## config.mk

```make
export PLATFORM = sky130hd
export DESIGN_NAME = branch_resolve
export DESIGN_NICKNAME = d
export VERILOG_FILES = /design/src/rtl/core.sv /design/src/rtl/branch_fifo.sv /design/src/rtl/branch_resolve.sv
export SDC_FILE = /design/constraint.sdc
export NUM_CORES = 1
export LEC_CHECK = 0
export CORE_MARGIN = 1.5
export CORE_UTILIZATION = 58
export CTS_CLUSTER_DIAMETER = 30
export DETAILED_ROUTE_END_ITERATION = 12
export PLACE_DENSITY = 0.77
export SLEW_MARGIN = 10
export SYNTH_ARGS = -nofsm -noshare
export SYNTH_HDL_FRONTEND = slang
export SYNTH_SLANG_ARGS = --single-unit
export TNS_END_PERCENT = 10
```

## constraint.sdc

```tcl
create_clock -name clk -period 4.9 [get_ports clk]
set_clock_uncertainty 0.05 [all_clocks]
set_input_delay 1.47 -clock clk [delete_from_list [all_inputs] [get_ports clk]]
set_output_delay 1.47 -clock clk [all_outputs]
set_load 0.02 [all_outputs]
```

## src/rtl/core.sv

```systemverilog
// rtl/core.sv - shared branch-prediction record types
//
// Purpose: record types exchanged between the branch predictor and the
// resolve logic, with reset constants for each.
//   branch_pred_fb_t : predictor feedback (valid, base_pc, branch_taken)
//   pred_entry_t     : one outstanding prediction (pc, taken, exec_alt)
// PCs are held at pc_max_width bits; blocks with a narrower pc_width
// zero-extend on the way in and truncate on the way out.
package core;

  localparam int pc_max_width = 64;

  typedef struct packed {
    logic                    valid;
    logic [pc_max_width-1:0] base_pc;
    logic                    branch_taken;
  } branch_pred_fb_t;

  typedef struct packed {
    logic [pc_max_width-1:0] pc;
    logic                    taken;
    logic                    exec_alt;
  } pred_entry_t;

  localparam branch_pred_fb_t branch_pred_fb_rst = '{valid: 1'b0, base_pc: '0, branch_taken: 1'b0};
  localparam pred_entry_t     pred_entry_rst     = '{pc: '0, taken: 1'b0, exec_alt: 1'b0};

endpackage

```

## src/rtl/branch_fifo.sv

```systemverilog
// rtl/branch_fifo.sv - circular FIFO of outstanding predicted branches
//
// Purpose: holds pred_entry_t records in issue order. Head/tail pointers
// wrap naturally because depth is a power of two.
// Ports:
//   clk, rst        clock, asynchronous active-high reset
//   push, push_data write one entry at the tail
//   pop             retire the head entry
//   flush           discard every entry, including one pushed this cycle
//   head_data       oldest entry (combinational read)
//   occupancy       entry count, 0..depth
//   full, empty     occupancy == depth / occupancy == 0
module branch_fifo
  import core::*;
#(
  parameter int depth = 8
) (
  input  logic                     clk,
  input  logic                     rst,
  input  logic                     push,
  input  pred_entry_t              push_data,
  input  logic                     pop,
  input  logic                     flush,
  output pred_entry_t              head_data,
  output logic [$clog2(depth):0]   occupancy,
  output logic                     full,
  output logic                     empty
);

  localparam int aw = $clog2(depth);
  localparam logic [aw-1:0] ptr_one   = aw'(1);
  localparam logic [aw:0]   cnt_one   = (aw + 1)'(1);
  localparam logic [aw:0]   cnt_depth = (aw + 1)'(depth);

  logic [aw-1:0] head_q, head_d;
  logic [aw-1:0] tail_q, tail_d;
  logic [aw:0]   count_q, count_d;
  pred_entry_t   mem_q [depth];

  always_comb begin
    head_d  = head_q;
    tail_d  = tail_q;
    count_d = count_q;
    if (flush) begin
      head_d  = '0;
      tail_d  = '0;
      count_d = '0;
    end else begin
      if (push) tail_d = tail_q + ptr_one;
      if (pop)  head_d = head_q + ptr_one;
      if (push && !pop)      count_d = count_q + cnt_one;
      else if (pop && !push) count_d = count_q - cnt_one;
    end
  end

  always_ff @(posedge clk or posedge rst) begin
    if (rst) begin
      head_q  <= '0;
      tail_q  <= '0;
      count_q <= '0;
    end else begin
      head_q  <= head_d;
      tail_q  <= tail_d;
      count_q <= count_d;
    end
  end

  // Payload needs no reset: pointers and count alone decide validity.
  // A push while full (paired with a pop) writes the slot being read out,
  // which is safe because head_data is sampled before the edge.
  always_ff @(posedge clk) begin
    if (push && !flush) mem_q[tail_q] <= push_data;
  end

  assign head_data = mem_q[head_q];
  assign occupancy = count_q;
  assign full      = (count_q == cnt_depth);
  assign empty     = (count_q == '0);

endmodule

```

## src/rtl/branch_resolve.sv

```systemverilog
// rtl/branch_resolve.sv - in-order branch resolution against queued predictions
//
// Purpose: queues issued predictions, compares each in-order actual outcome
// with the oldest prediction, and produces registered predictor feedback
// plus a full-flush (mispredict) or alternate-path (alt_select) pulse.
// Optional build macro: BRANCH_RESOLVE_STATS_EN adds saturating 32-bit
// stat_resolved / stat_mispred counters and their output ports.
// Ports:
//   clk, rst                        clock, asynchronous active-high reset
//   en                              global enable; low freezes the queue
//   pred_valid/pred_ready           enqueue handshake
//   pred_pc/pred_taken/pred_exec_alt prediction record
//   res_valid/res_taken             outcome of the oldest outstanding branch
//   fb_valid/fb_base_pc/fb_branch_taken registered feedback, latency 1
//   mispredict/alt_select           one-cycle pulses, latency 1
//   occupancy                       queued entry count
//   underflow_err                   sticky: resolve seen with empty queue
module branch_resolve
  import core::*;
#(
  parameter int queue_depth = 8,
  parameter int pc_width    = 32
) (
  input  logic                         clk,
  input  logic                         rst,
  input  logic                         en,
  input  logic                         pred_valid,
  output logic                         pred_ready,
  input  logic [pc_width-1:0]          pred_pc,
  input  logic                         pred_taken,
  input  logic                         pred_exec_alt,
  input  logic                         res_valid,
  input  logic                         res_taken,
  output logic                         fb_valid,
  output logic [pc_width-1:0]          fb_base_pc,
  output logic                         fb_branch_taken,
  output logic                         mispredict,
  output logic                         alt_select,
  output logic [$clog2(queue_depth):0] occupancy,
  output logic                         underflow_err
`ifdef BRANCH_RESOLVE_STATS_EN
  ,
  output logic [31:0]                  stat_resolved,
  output logic [31:0]                  stat_mispred
`endif
);

  pred_entry_t     head;
  pred_entry_t     push_data;
  logic            fifo_full, fifo_empty;
  logic            push, pop, mismatch, flush;

  branch_pred_fb_t fb_q, fb_d;
  logic            mispredict_q, mispredict_d;
  logic            alt_select_q, alt_select_d;
  logic            underflow_q, underflow_d;

  always_comb begin
    pop      = en && res_valid && !fifo_empty;
    mismatch = pop && (res_taken != head.taken);
    flush    = mismatch && !head.exec_alt;
    // A pop frees the head slot in the same edge, so a push is accepted
    // even when full; pred_ready still advertises the pre-pop state.
    push     = en && pred_valid && (!fifo_full || pop);

    push_data          = pred_entry_rst;
    push_data.pc       = pc_max_width'(pred_pc);
    push_data.taken    = pred_taken;
    push_data.exec_alt = pred_exec_alt;

    fb_d       = fb_q;
    fb_d.valid = pop;
    if (pop) begin
      fb_d.base_pc      = head.pc;
      fb_d.branch_taken = res_taken;
    end
    mispredict_d = flush;
    alt_select_d = mismatch && head.exec_alt;
    underflow_d  = underflow_q || (en && res_valid && fifo_empty);
  end

  always_ff @(posedge clk or posedge rst) begin
    if (rst) begin
      fb_q         <= branch_pred_fb_rst;
      mispredict_q <= 1'b0;
      alt_select_q <= 1'b0;
      underflow_q  <= 1'b0;
    end else begin
      fb_q         <= fb_d;
      mispredict_q <= mispredict_d;
      alt_select_q <= alt_select_d;
      underflow_q  <= underflow_d;
    end
  end

  branch_fifo #(
    .depth(queue_depth)
  ) u_fifo (
    .clk       (clk),
    .rst       (rst),
    .push      (push),
    .push_data (push_data),
    .pop       (pop),
    .flush     (flush),
    .head_data (head),
    .occupancy (occupancy),
    .full      (fifo_full),
    .empty     (fifo_empty)
  );

  assign pred_ready      = en && !fifo_full;
  // Valid/pulse outputs are masked so nothing is signalled while disabled.
  assign fb_valid        = fb_q.valid && en;
  assign fb_base_pc      = pc_width'(fb_q.base_pc);
  assign fb_branch_taken = fb_q.branch_taken;
  assign mispredict      = mispredict_q && en;
  assign alt_select      = alt_select_q && en;
  assign underflow_err   = underflow_q;

`ifdef BRANCH_RESOLVE_STATS_EN
  logic [31:0] stat_resolved_q, stat_resolved_d;
  logic [31:0] stat_mispred_q, stat_mispred_d;

  always_comb begin
    stat_resolved_d = stat_resolved_q;
    stat_mispred_d  = stat_mispred_q;
    if (pop && (stat_resolved_q != 32'hFFFF_FFFF))
      stat_resolved_d = stat_resolved_q + 32'd1;
    if (mismatch && (stat_mispred_q != 32'hFFFF_FFFF))
      stat_mispred_d = stat_mispred_q + 32'd1;
  end

  always_ff @(posedge clk or posedge rst) begin
    if (rst) begin
      stat_resolved_q <= '0;
      stat_mispred_q  <= '0;
    end else begin
      stat_resolved_q <= stat_resolved_d;
      stat_mispred_q  <= stat_mispred_d;
    end
  end

  assign stat_resolved = stat_resolved_q;
  assign stat_mispred  = stat_mispred_q;
`endif

endmodule

```

==> results of run 1 <==
[cells in the final DEF (no fill, tap or decap), types with 2 or more instances in the layout]
cell and count:
a21oi_1 33, and2_1 4, buf_4 21, bufinv_16 6, clkbuf_1 5, clkbuf_16 52, clkbuf_8 4, clkdlybuf4s50_1 81
clkinv_1 2, clkinv_2 5, clkinv_4 3, clkinv_8 2, clkinvlp_4 9, dfrtp_1 44, dfrtp_4 2, edfxtp_1 272
ha_1 4, inv_1 6, inv_6 6, inv_8 3, mux2_2 2, mux2i_1 40, mux4_2 67, nand2_1 6
nand2b_1 2, nor2_1 43, nor3_1 3, nor4_4 3, nor4b_4 4, o21ai_0 3, xnor2_1 3, xor2_1 2
[metrics by stage]
step	setup slack, ns	hold slack [ns]
after floorplan	0.294	0.447
after global placement	0.527	0.413
after detailed placement	0.481	0.428
after CTS	0.475	0.438
after global routing	0.394	0.444
final	0.469	0.427
[registers in the layout, indices dropped and copies added, names as in the netlist]
signal and flops:
alt_select_q 1, fb_base_pc 32, fb_branch_taken 1, fb_q 1
mispredict_q 1, u_fifo.head_q 3, u_fifo.mem_q 272, u_fifo.occupancy 4
u_fifo.tail_q 3, underflow_err 1
[synthesized netlist by cell type]
cell	number	share of area
o21ai_0	3	0.0012
nand3_1	1	0.00040
a31o_2	1	0.00070
inv_1	7	0.0021
nor4b_2	4	0.0048
buf_2	9	0.0036
nor2b_1	1	0.00050
mux4_2	67	0.12
o2111ai_1	1	0.00070
nor3_1	3	0.0012
ha_1	4	0.0040
fa_1	1	0.0016
nor4bb_1	1	0.00080
a21o_1	1	0.00060
a21oi_1	33	0.013
mux2i_1	40	0.032
nor3b_1	1	0.00060
buf_1	4	0.0012
buf_4	33	0.020
o41ai_2	1	0.0013
o31a_2	1	0.00080
xor2_1	2	0.0014
a41o_1	1	0.00080
nor2_1	44	0.013
o32a_1	1	0.00080
dfrtp_1	47	0.094
mux2_2	2	0.0018
and2_1	4	0.0020
o21bai_1	1	0.00060
edfxtp_1	272	0.65
nor4_2	4	0.0040
buf_6	3	0.0027
nor3_4	1	0.0013
nand2_1	6	0.0018
nand2b_1	2	0.0010
o32ai_1	1	0.00070
or4b_2	1	0.00080
xnor2_1	3	0.0021
a211oi_2	1	0.0010
clkbuf_1	15	0.0045
[area by class of cell]
type                            count  area (sq um)  share of cell area
Sequential cell                   319          9350               0.610
Clock inverter                     37           445              0.0291
Antenna cell                        1          2.50            0.000163
Multi-Input combinational cell    238          2810               0.183
Tap cell                          275           344              0.0225
Inverter                            7          26.3             0.00171
Clock buffer                       61          1380              0.0898
Timing Repair Buffer              102           968              0.0632
[cell families (layout without fill, tap and decap cells)]
group,after synthesis,after routing,share of synthesized area
DFF,319,319,0.748
muxes,109,109,0.155
and+or+nand+nor,73,73,0.0324
buffers and inverters,71,207,0.0339
AOI/OAI and AO/OA,46,46,0.0224
adders and majority gates,5,5,0.00561
xor gates and xnor gates,5,5,0.00350
other,0,1,0
[worst max-delay path: cells and delay by family]
family | cells | cell delay, ns
buf+inv | 2 | 1.25
simple gates | 1 | 0.19
[path summary, 6_finish.rpt]
kind                       slack, ns             endpoint        startpoint
setup / recovery                0.47           mispredict                en
hold / removal                  0.43        underflow_err     underflow_err
setup reg to reg                1.55  u_fifo.mem_q[5][19]  u_fifo.head_q[1]
hold reg to reg                 0.43        underflow_err     underflow_err
max in group asynchronous       2.73       fb_base_pc[18]               rst
min in group asynchronous       1.30        fb_base_pc[8]               rst
[report_power, final]
part	leakage (nW)	internal (mW)	switching (mW)
clock network	0.866	2.37	1.34
registers	2.99	3.30	0.350
logic	1.33	1.11	1.08
[routing by layer]
layer  wire (um)  vias to the layer above  track usage
li1            -                     2680            -
met1       10300                     3206        0.319
met2       12600                      266        0.389
met3        1600                       45       0.0521
met4         454                        0       0.0647
met5           0                        -            0
==> insert_results.sql, run 1 <==
INSERT INTO impl_metrics (metric_group, metric, value, unit) VALUES
('worst_setup_path', 'crit_path_top_delay_cell', 'clkdlybuf4s50_1', ''),
('power_and_ir_drop', 'leakage', '5.18', 'nW'),
('synthesis', 'syn-num-nets', '673', ''),
('worst_setup_path', 'r2r.worst_path.cells', '7', ''),
('sta', 'maxSlewHeadroom', '0.282', ''),
('floorplan', 'chip_width', '150', 'um'),
('run', 'maxCapViolCount', '0', ''),
('hold_path', 'hold_path.class', 'reg2reg', ''),
('route', 'drt-total-wl', '24.9', 'mm'),
('floorplan', 'core', '21100', 'sq um'),
('sta', 'clock_period_minus_worst_slack', '4.43', 'ns'),
('clocking', 'cts.clk_slew.worst_paths', '0.04', 'ns'),
('route', 'dr_wl_cell', '24.0', 'um'),
('route', 'detailed_route_vias_per_instance', '5.96', ''),
('worst_setup_path', 'critical_path_class', 'in2out', ''),
('placed_design', 'detailed_place_hpwl', '13.3', 'mm'),
('floorplan', 'row_count', '53', ''),
('worst_setup_path', 'cp.arrival', '2.91', 'ns'),
('power_and_ir_drop', 'power_per_cell_area', '623', 'nW/um^2'),
('floorplan', 'chipHeight', '150', 'um'),
('synthesis', 'synth.yosys.seq_area_share', '0.748', ''),
('route', 'drt.antenna.violating_nets', '0', ''),
('clocking', 'cts_max_path_buffers', '3', ''),
('route', 'detailedRoute.firstPassIterationCount', '5', ''),
('clocking', 'cts_hold_buf', '0', ''),
('clocking', 'clk-insertion-delay-late', '0.56', 'ns'),
('sta', 'final-hold-violation-count', '0', ''),
('final_layout', 'syn_to_final_growth', '22.6', '%'),
('run_status', 'run_status', 'finished, final reports clean', ''),
('sta', 'final.setup.tns', '0', 'ns'),
('synthesis', 'yosys_register_bits', '319', ''),
('worst_setup_path', 'path_max_fanout', '11', ''),
('route', 'total_number_of_vias', '6197', ''),
('global_routing', 'grt_first_pass_wirelength', '38.6', 'mm'),
('hold_path', 'min_delay_path_depth', '1', ''),
('clocking', 'clkSinkCount', '319', ''),
('final_layout', 'finish.net_count', '765', ''),
('worst_setup_path', 'cp.required', '3.38', 'ns'),
('final_layout', 'finish.utilization', '0.727', ''),
('sta', 'finalMaxSlewViolations', '0', ''),
('clocking', 'post-cts-setup-buffers', '0', ''),
('final_layout', 'layout-drive-gt1-share', '0.264', ''),
('global_routing', 'grt_overflow_total', '0', ''),
('clocking', 'cts_max_level', '2', ''),
('worst_setup_path', 'start_kind', 'input pin', ''),
('global_routing', 'first_global_vias', '6611', ''),
('floorplan', 'die_area', '22400', 'sq um'),
('clocking', 'cts.root.buffer_cell', 'clkbuf_16', ''),
('synthesis', 'ys.warnings.count', '0', ''),
('worst_setup_path', 'crit_chain', 'clkdlybuf4s50_1, and2_1, clkdlybuf4s50_1', ''),
('power_and_ir_drop', 'report.power.total', '9.55', 'mW'),
('clocking', 'cts_buffers', '52', ''),
('route', 'drt_drc_violations_left', '0', ''),
('sta', 'finalCritPeriodShare', '0.904', ''),
('worst_setup_path', 'cpMostUsedCell', 'clkdlybuf4s50_1', ''),
('floorplan', 'initial_core_util', '0.593', ''),
('synthesis', 'postSynthCellCount', '628', ''),
('global_routing', 'antenna_violations_before_repair', '1', ''),
('power_and_ir_drop', 'maximum_resistive_drop_on_vdd', '380', 'uV'),
('placed_design', 'dpl.cell_count', '941', ''),
('clocking', 'tritoncts_clock_tree', 'built', ''),
('placed_design', 'detailed_place.area', '13500', 'sq um'),
('synthesis', 'avgSynthCellArea', '19.9', 'sq um'),
('final_layout', 'stdcell_area', '15300', 'sq um'),
('sta', 'achievable-frequency', '226', 'MHz'),
('final_layout', 'fillerInstances', '1186', ''),
('global_routing', 'gr_util_all_layers', '0.235', ''),
('global_routing', 'pin_count_of_the_biggest_net_entering_global_routing', '44', ''),
('route', 'initialDrtViolationCount', '493', ''),
('sta', 'grt_setup_unrepaired', 'false', ''),
('sta', 'tightest_slew', '1.08', 'ns'),
('placed_design', 'placement.io_buffers', '81', ''),
('sta', 'setup-violations-final', '0', ''),
('final_layout', 'final_cells', '1040', ''),
('clocking', 'total_of_cells_resized_after_clock_tree_synthesis', '0', ''),
('placed_design', 'gp_routability_congestion', '0.789', ''),
('worst_setup_path', 'end_kind', 'output pin', ''),
('worst_setup_path', 'crit_path_max_incr_delay', '0.65', 'ns'),
('floorplan', 'io_pins', '82', ''),
('synthesis', 'post_synth_instance_area', '12500', 'sq um'),
('synthesis', 'netlist-cell-type-count', '40', '');
Power figures use the tool's default switching activity.
==> run 2: changes to the inputs <==
Settings changed: CAP_MARGIN set to 20, CORE_UTILIZATION 58 to 53, PLACE_DENSITY 0.77 to 0.75.
Clock period 4.9 ns to 3.7 ns, I/O delays scaled along.
==> insert_results.sql, run 2 (synthesized netlist as in run 1, its figures left out) <==
INSERT INTO impl_metrics (metric_group, metric, value, unit) VALUES
('placed_design', 'preCtsSetupSlack', '0.138', 'ns'),
('route', 'detailed_route_vias_per_instance', '5.64', ''),
('final_layout', 'multi_input_area', '2810', 'sq um'),
('final_layout', 'layout.cells.most_common_list', 'edfxtp_1 (272), clkdlybuf4s50_1 (81), mux4_2 (67), clkbuf_16 (50), dfrtp_1 (44)', ''),
('final_layout', 'mostFrequentLayoutCell', 'edfxtp_1', ''),
('sta', 'setup-violations-final', '0', ''),
('clocking', 'cts_buffers', '49', ''),
('route', 'drt_drc_violations_left', '0', ''),
('worst_setup_path', 'path_delay_family', 'simple AND/OR/NAND/NOR gates', ''),
('sta', 'finalCritPeriodShare', '0.965', ''),
('clocking', 'cts.root.buffer_cell', 'clkbuf_16', ''),
('clocking', 'post-cts-setup-buffers', '0', ''),
('power_and_ir_drop', 'maximum_resistive_drop_on_vdd', '452', 'uV'),
('final_layout', 'syn_to_final_growth', '23.1', '%'),
('final_layout', 'seqCellArea', '9350', 'sq um'),
('floorplan', 'io_pins', '82', ''),
('route', 'drt-total-wl', '23.9', 'mm'),
('route', 'drt.antenna.violating_nets', '0', ''),
('global_routing', 'antenna_violations_before_repair', '0', ''),
('global_routing', 'pin_count_of_the_biggest_net_entering_global_routing', '43', ''),
('global_routing', 'first_global_vias', '6546', ''),
('route', 'detailedRoute.firstPassIterationCount', '7', ''),
('global_routing', 'grt_overflow_total', '0', ''),
('power_and_ir_drop', 'leakage', '5.19', 'nW'),
('worst_setup_path', 'cp.arrival', '2.41', 'ns'),
('worst_setup_path', 'cp.required', '2.54', 'ns'),
('worst_setup_path', 'end_kind', 'output pin', ''),
('power_and_ir_drop', 'report.power.total', '12.3', 'mW'),
('final_layout', 'finish.net_count', '771', ''),
('sta', 'final-hold-violation-count', '0', ''),
('sta', 'finalMaxSlewViolations', '0', ''),
('clocking', 'cts_max_path_buffers', '3', ''),
('placed_design', 'gp_routability_congestion', '0.712', ''),
('floorplan', 'row_count', '56', ''),
('final_layout', 'largest-register', 'u_fifo.mem_q', ''),
('global_routing', 'grt_first_pass_wirelength', '37.3', 'mm'),
('placed_design', 'placement.io_buffers', '81', ''),
('sta', 'final_critical_path_setup_slack', '0.129', 'ns'),
('hold_path', 'hold_path.class', 'reg2reg', ''),
('worst_setup_path', 'crit_path_top_delay_cell', 'or4b_2', ''),
('final_layout', 'num_antenna_cells', '0', ''),
('sta', 'maxSlewHeadroom', '0.278', ''),
('floorplan', 'chipHeight', '157', 'um'),
('worst_setup_path', 'path_buf_inv', '1', ''),
('placed_design', 'detailed_place_hpwl', '13.5', 'mm'),
('run_status', 'run_status', 'finished, final reports clean', ''),
('floorplan', 'die_area', '24500', 'sq um'),
('clocking', 'cts_hold_buf', '0', ''),
('worst_setup_path', 'crit_path_max_incr_delay', '0.74', 'ns'),
('worst_setup_path', 'path_max_fanout', '6', ''),
('sta', 'achievable-frequency', '280', 'MHz'),
('floorplan', 'core', '23300', 'sq um'),
('route', 'dr_wl_cell', '22.1', 'um'),
('clocking', 'total_of_cells_resized_after_clock_tree_synthesis', '0', ''),
('final_layout', 'stdcell_area', '15400', 'sq um'),
('global_routing', 'gr_util_all_layers', '0.206', ''),
('final_layout', 'layout-drive-gt1-share', '0.264', ''),
('clocking', 'clk-insertion-delay-late', '0.53', 'ns'),
('floorplan', 'initial_core_util', '0.536', ''),
('clocking', 'cts.clk_slew.worst_paths', '0.05', 'ns'),
('final_layout', 'fillerInstances', '1477', ''),
('placed_design', 'detailed_place.area', '13700', 'sq um'),
('floorplan', 'chip_width', '157', 'um'),
('final_layout', 'finish.utilization', '0.660', ''),
('route', 'total_number_of_vias', '6124', ''),
('clocking', 'tritoncts_clock_tree', 'built', ''),
('run', 'maxCapViolCount', '0', ''),
('clocking', 'cts_max_level', '2', ''),
('worst_setup_path', 'start_kind', 'flop', ''),
('clocking', 'clkSinkCount', '319', ''),
('sta', 'clock_period_minus_worst_slack', '3.57', 'ns'),
('worst_setup_path', 'crit_chain', 'or4b_2, and2_1, clkdlybuf4s50_1', ''),
('sta', 'tightest_slew', '1.08', 'ns'),
('sta', 'grt_setup_unrepaired', 'false', ''),
('power_and_ir_drop', 'power_per_cell_area', '797', 'nW/um^2'),
('sta', 'final.hold.worst_slack', '0.430', 'ns'),
('worst_setup_path', 'critical_path_class', 'reg2out', ''),
('final_layout', 'largest_register_ff_count', '272', ''),
('route', 'initialDrtViolationCount', '531', '');
run 2: final cells by class:
| cell class | instances | share of cell area |
|---|---|---|
| clock inverters | 35 | 0.0250 |
| multi-input cells | 238 | 0.182 |
| repair buffers | 111 | 0.0746 |
| well taps | 319 | 0.0259 |
| inverters | 7 | 0.00171 |
| flip-flops and latches | 319 | 0.608 |
| clock buffers | 56 | 0.0828 |
run 2: path summary, 6_finish.rpt:
path,slack (ns),cells after the start,start,to
setup reg to reg,0.67,7,u_fifo.head_q[1],u_fifo.mem_q[3][8]
setup / recovery,0.13,3,u_fifo.occupancy[0],pred_ready
max in group asynchronous,1.90,3,rst,fb_base_pc[1]
hold reg to reg,0.43,1,underflow_err,underflow_err
hold / removal,0.43,1,underflow_err,underflow_err
min in group asynchronous,1.04,2,rst,fb_base_pc[14]
run 2: layer usage:
metal,share of wire,up-vias,global-route usage
met5,0,-,0
met4,0.016,0,0.0644
met3,0.051,33,0.0346
met2,0.52,197,0.352
met1,0.41,3213,0.274
li1,-,2681,-
run 2: power breakdown:
group	switching [mW]	internal (mW)	total, mW
registers	0.401	4.38	4.78
clock network	1.64	2.87	4.51
logic	1.47	1.52	2.99
run 2: stage by stage:
stage                     TNS, ns  cells
after floorplan           -125.84    628
after global placement          0    994
after detailed placement        0    994
after CTS                       0   1085
after global routing            0   1085
final                           0   1085
